## src/rtl/ibex_rf_writeback.sv

```systemverilog
// ibex_rf_writeback: writeback stage in front of the register file write port.
// Merges execute results with in-order load responses into one registered
// write. Tracks outstanding load destinations and flags RAW/WAW hazards to ID.
module ibex_rf_writeback #(
    parameter int DataWidth = 32,
    parameter bit RV32E     = 1'b0,
    parameter int LoadDepth = 2
) (
    input  logic                           clk_i,
    input  logic                           rst_ni,
    input  logic                           ex_we_i,
    input  logic [4:0]                     ex_waddr_i,
    input  logic [DataWidth-1:0]           ex_wdata_i,
    output logic                           ex_ready_o,
    input  logic                           lsu_req_i,
    input  logic [4:0]                     lsu_req_waddr_i,
    output logic                           lsu_req_ready_o,
    input  logic                           lsu_resp_valid_i,
    input  logic [DataWidth-1:0]           lsu_resp_rdata_i,
    input  logic                           lsu_resp_err_i,
    input  logic [4:0]                     raddr_a_i,
    input  logic [4:0]                     raddr_b_i,
    output logic                           stall_raw_o,
    output logic                           rf_we_o,
    output logic [4:0]                     rf_waddr_o,
    output logic [DataWidth-1:0]           rf_wdata_o,
    output logic [$clog2(LoadDepth+1)-1:0] pending_o,
    output logic                           err_o
);

    localparam int PtrW = (LoadDepth > 1) ? $clog2(LoadDepth) : 1;
    localparam int CntW = $clog2(LoadDepth + 1);
    localparam logic [PtrW-1:0] LastPtr = PtrW'(LoadDepth - 1);
    localparam logic [CntW-1:0] FullCnt = CntW'(LoadDepth);

    // Load destination queue: per-slot address plus valid bit, so the hazard
    // compare only has to look at occupied slots.
    logic [4:0]           q_addr [LoadDepth];
    logic [LoadDepth-1:0] q_vld;
    logic [PtrW-1:0]      wptr;
    logic [PtrW-1:0]      rptr;
    logic [CntW-1:0]      count;

    logic                 empty;
    logic                 push;
    logic                 pop;
    logic                 hit_ex;
    logic                 hit_a;
    logic                 hit_b;
    logic                 win_vld;
    logic [4:0]           win_addr;
    logic [DataWidth-1:0] win_data;
    logic                 illegal;
    logic                 wr;
    logic                 err_next;

    function automatic logic [PtrW-1:0] ptr_inc(input logic [PtrW-1:0] p);
        return (p == LastPtr) ? '0 : p + 1'b1;
    endfunction

    // Queue handshakes; a response can always free a slot for a same-cycle push
    always_comb begin
        empty           = (count == '0);
        pop             = lsu_resp_valid_i && !empty;
        lsu_req_ready_o = (count < FullCnt) || lsu_resp_valid_i;
        push            = lsu_req_i && lsu_req_ready_o;
    end

    // Compare execute destination and both read ports against queued loads
    always_comb begin
        hit_ex = 1'b0;
        hit_a  = 1'b0;
        hit_b  = 1'b0;
        for (int i = 0; i < LoadDepth; i++) begin
            if (q_vld[i] && q_addr[i] == ex_waddr_i) hit_ex = 1'b1;
            if (q_vld[i] && q_addr[i] == raddr_a_i)  hit_a  = 1'b1;
            if (q_vld[i] && q_addr[i] == raddr_b_i)  hit_b  = 1'b1;
        end
    end

    // Execute is held while a load response owns the port or an older load
    // still targets the same register (WAW ordering)
    always_comb begin
        ex_ready_o  = !lsu_resp_valid_i && !(ex_we_i && ex_waddr_i != 5'd0 && hit_ex);
        stall_raw_o = (raddr_a_i != 5'd0 && (hit_a || (rf_we_o && rf_waddr_o == raddr_a_i))) ||
                      (raddr_b_i != 5'd0 && (hit_b || (rf_we_o && rf_waddr_o == raddr_b_i)));
        pending_o   = count;
    end

    // Winner select: load response first; erroring loads and x0 never write
    always_comb begin
        if (lsu_resp_valid_i) begin
            win_vld  = pop && !lsu_resp_err_i;
            win_addr = q_addr[rptr];
            win_data = lsu_resp_rdata_i;
        end else begin
            win_vld  = ex_we_i && ex_ready_o;
            win_addr = ex_waddr_i;
            win_data = ex_wdata_i;
        end
        illegal  = RV32E && win_vld && win_addr[4];
        wr       = win_vld && win_addr != 5'd0 && !illegal;
        err_next = (lsu_resp_valid_i && empty) || (lsu_req_i && !lsu_req_ready_o) || illegal;
    end

    // Queue control state; pop before push so a full queue can turn over a slot
    always_ff @(posedge clk_i or negedge rst_ni) begin
        if (!rst_ni) begin
            wptr  <= '0;
            rptr  <= '0;
            count <= '0;
            q_vld <= '0;
        end else begin
            if (pop) begin
                rptr        <= ptr_inc(rptr);
                q_vld[rptr] <= 1'b0;
            end
            if (push) begin
                wptr        <= ptr_inc(wptr);
                q_vld[wptr] <= 1'b1;
            end
            if (push && !pop)      count <= count + 1'b1;
            else if (pop && !push) count <= count - 1'b1;
        end
    end

    // Queue payload needs no reset; it is qualified by q_vld
    always_ff @(posedge clk_i) begin
        if (push) q_addr[wptr] <= lsu_req_waddr_i;
    end

    // Registered write port; address and data only move on a real write
    always_ff @(posedge clk_i or negedge rst_ni) begin
        if (!rst_ni) begin
            rf_we_o    <= 1'b0;
            rf_waddr_o <= '0;
            rf_wdata_o <= '0;
            err_o      <= 1'b0;
        end else begin
            rf_we_o <= wr;
            err_o   <= err_next;
            if (wr) begin
                rf_waddr_o <= win_addr;
                rf_wdata_o <= win_data;
            end
        end
    end

endmodule

```

## config.mk

```make
export PLATFORM = sky130hd
export DESIGN_NAME = ibex_rf_writeback
export DESIGN_NICKNAME = d
export VERILOG_FILES = /design/src/rtl/ibex_rf_writeback.sv
export SDC_FILE = /design/constraint.sdc
export NUM_CORES = 1
export LEC_CHECK = 0
export CELL_PAD_IN_SITES_DETAIL_PLACEMENT = 1
export CELL_PAD_IN_SITES_GLOBAL_PLACEMENT = 1
export CORE_MARGIN = 2
export CORE_UTILIZATION = 36
export CTS_BUF_LIST = sky130_fd_sc_hd__clkbuf_4 sky130_fd_sc_hd__clkbuf_8
export CTS_CLUSTER_DIAMETER = 80
export DETAILED_ROUTE_END_ITERATION = 16
export GPL_ROUTABILITY_DRIVEN = 0
export HOLD_SLACK_MARGIN = 0.02
export PLACE_DENSITY = 0.91
export SLEW_MARGIN = 20
export SYNTH_ARGS = -nofsm -noshare
export SYNTH_HDL_FRONTEND = slang
export SYNTH_SLANG_ARGS = --single-unit
```

## constraint.sdc

```tcl
create_clock -name clk_i -period 3.56 [get_ports clk_i]
set_input_delay 0.89 -clock clk_i [delete_from_list [all_inputs] [get_ports clk_i]]
set_output_delay 0.89 -clock clk_i [all_outputs]
set_load 0.05 [all_outputs]
```

==> metrics.cfg <==
[timing]
setup_viol=0
finClkSkew_ps=10.9
final.setup.worst_slack_ps=118
max_freq_ghz=0.291
period_share_pct=96.7
tightest_slew_ps=591
holdWs_ps=521
drv_slew=0
slew_headroom_pct=60.6
finalHoldViolCount=0
fin_crit_ps=3440

[logic_synthesis]
synth_fp_nets=343
synth_edf_count=10
syn_area_per_cell_um2=12.4
yosys_warnings=0
synth_area_um2=3120
synthFlopType=dfrtp_1
synth-async-reset-ratio_pct=81.8
synth_cells=252
synth.distinct_cells=32
synth-seq-cells=55
ys_seq_area_share_pct=45.7

[grt]
grt.busiest_layer=met2
grt_overflow_total=0
grt_use_met2_pct=37.3
track_usage_pct=19.9
met3_usage_pct=5.97
antenna_found_initial=0
grt_max_degree=46
grt_pass1_wl_mm=15.1
grt_pass1_vias=2855
grt_use_met1_pct=22.3

[placed_design]
io_buffers=133
hpwl_mm=7.26
place_ws_ps=41.3
dpl_cell_area_um2=4570
placed_cells=483

[worst_hold_path]
hp-class=flip-flop to flip-flop

[final_layout]
drive_above_1_share_pct=22.0
final_area_um2=4680
area.growth.synth_to_final_pct=50.0
finalNonFillerCells=491
num_antenna_cells=0
fin_nets=476

[floorplanning]
die_height_um=97.1
placementRows=33
io_pins=134
die-area_um2=9420
core_area_um2=8300
die_x_um=97.1
start_util_pct=37.6

[critical_path]
arrival_ps=2550
cp.required_ps=2670
worstPathMaxFanout=4
crit_path_start_kind=input pin
cp-end-kind=primary output
worstSetupPathType=input pin to primary output

[route]
num_vias=2488
viasPerCell=5.07
wire_per_inst_um=19.1
wirelength_mm=9.37
ant_nets=0
drtIter0Drc=38
drc=0
firstDrtPassIters=4

[pwr]
power_density_nw_per_um2=670
sw_frac_of_total_pct=45.5
intPower_w=0.00171
power_frac_comb_pct=54.0
ir_drop_v=0.000338
pwr-share-seq_pct=34.3
finalPower_w=0.00313
switchingPower_w=0.00143
power.leakage_nw=1.87
clock_power_share_pct=11.8

[clocking]
clk_latency_ps=320
cts_tree=done
clock_sinks=55
htree_levels=2
clockBufferDepth=2
numCtsBuffers=5
cts_root_buf=clkbuf_8
clk_pin_slew_ps=110

[job]
maxCapViolCount=0

[status]
outcome=finished clean

-- placed cells by master (no fill, tap or decap), types with 6 or more instances in the layout --
cell type / instances
o21ai_0: 6
nor2_1: 11
clkdlybuf4s50_1: 127
dfrtp_1: 45
edfxtp_1: 10
mux2_4: 14
xor2_1: 26
nor4_1: 6
inv_1: 8
xnor2_1: 19
nand2_1: 7
nand3_1: 6
mux2_2: 50
-- cell type report --
type / count / area (µm²)
inverter: 8 / 30.0
fill: 878 / 3620
clock buffer: 5 / 68.8
tap: 105 / 131
sequential: 55 / 1430
multi-input combinational: 179 / 1610
timing repair buffer: 136 / 1390
clock inverter: 3 / 22.5
-- logic make-up (layout without fill, tap and decap cells) --
family | count (synthesis) | in the layout | synth area share [%]
AND/OR/NAND/NOR | 42 | 42 | 6.78
buffers and inverters | 18 | 152 | 3.25
AO/OA/AOI/OAI | 22 | 22 | 4.78
adder cells (fa/ha/maj) | 1 | 1 | 0.401
multiplexers | 69 | 69 | 26.4
XOR/XNOR | 45 | 45 | 12.6
flip-flops | 55 | 55 | 45.7
-- synth_stat cells, types with 2 or more instances --
cell / n / area share, %
buf_6: 4 / 1.4
or4_1: 2 / 0.48
nand2_1: 7 / 0.84
mux2i_1: 5 / 1.6
buf_1: 2 / 0.24
edfxtp_1: 10 / 9.6
o21ai_0: 6 / 0.96
nand4_1: 2 / 0.40
nor4_1: 7 / 1.4
mux2_2: 50 / 18
nor2_1: 11 / 1.3
buf_2: 3 / 0.48
mux2_4: 14 / 6.7
a21oi_1: 4 / 0.64
inv_1: 8 / 0.96
dfrtp_1: 45 / 36
o2bb2ai_1: 4 / 1.1
nand3_1: 6 / 0.96
o22ai_1: 2 / 0.40
xor2_1: 26 / 7.3
xnor2_1: 19 / 5.3
and3_1: 3 / 0.60
a31oi_1: 2 / 0.40
nand2b_1: 2 / 0.40
-- path summary, 6_finish.rpt --
path,start,end,slack (ps),cells after the start
max,raddr_b_i[3],stall_raw_o,120,7
min,rf_wdata_o[30],rf_wdata_o[30],520,1
max reg2reg,rptr,rf_wdata_o[7],1390,6
min reg2reg,rf_wdata_o[30],rf_wdata_o[30],520,1
max in group asynchronous,rst_ni,q_vld[0],2590,1
min in group asynchronous,rst_ni,rf_wdata_o[2],570,1
-- registers in the layout, indices dropped and copies added, names as in the netlist --
name and flops:
pending_o 2, rptr 1, rf_waddr_o 5, wptr 1, q_vld 2, err_o 1, rf_wdata_o 32, rf_we_o 1
q_addr 10
-- power by group through the flow --
| stage | sequential [W] | clock [W] | combinational (W) |
|---|---|---|---|
| 2_1_floorplan | 0.00159 | 0 | 0.000545 |
| 3_3_place_gp | 0.00107 | 0 | 0.00165 |
| 3_5_place_dp | 0.00109 | 0 | 0.00170 |
| 4_1_cts | 0.00108 | 0.000381 | 0.00171 |
| 5_1_grt | 0.00110 | 0.000407 | 0.00179 |
| 6_report | 0.00107 | 0.000369 | 0.00169 |
-- repair_timing --
action / CTS / global route
gates resized for setup: 0 / 3
buffers inserted: 0 / 0
endpoints found under the setup margin: 0 / 1
hold buffers: 0 / 0
-- per-stage QoR --
stage,TNS [ps],util (%)
2_1_floorplan,0,-
3_3_place_gp,0,55.1
3_5_place_dp,0,55.1
4_1_cts,0,56.2
5_1_grt,-18.9,56.4
6_report,0,56.4
-- per-layer routing --
metal | wire length, µm | up-vias
met1 | 3600 | 1240
li1 | - | 1158
met4 | 106 | 0
met5 | 0 | -
met3 | 607 | 9
met2 | 5060 | 81
-- critical path: stages --
cell	delay (ps)
clkdlybuf4s50_1	520
xor2_1	200
nor4_1	340
nand3_1	100
and3_1	180
o22ai_2	160
buf_12	160
Note: power is estimated with default switching activity, not from simulation.
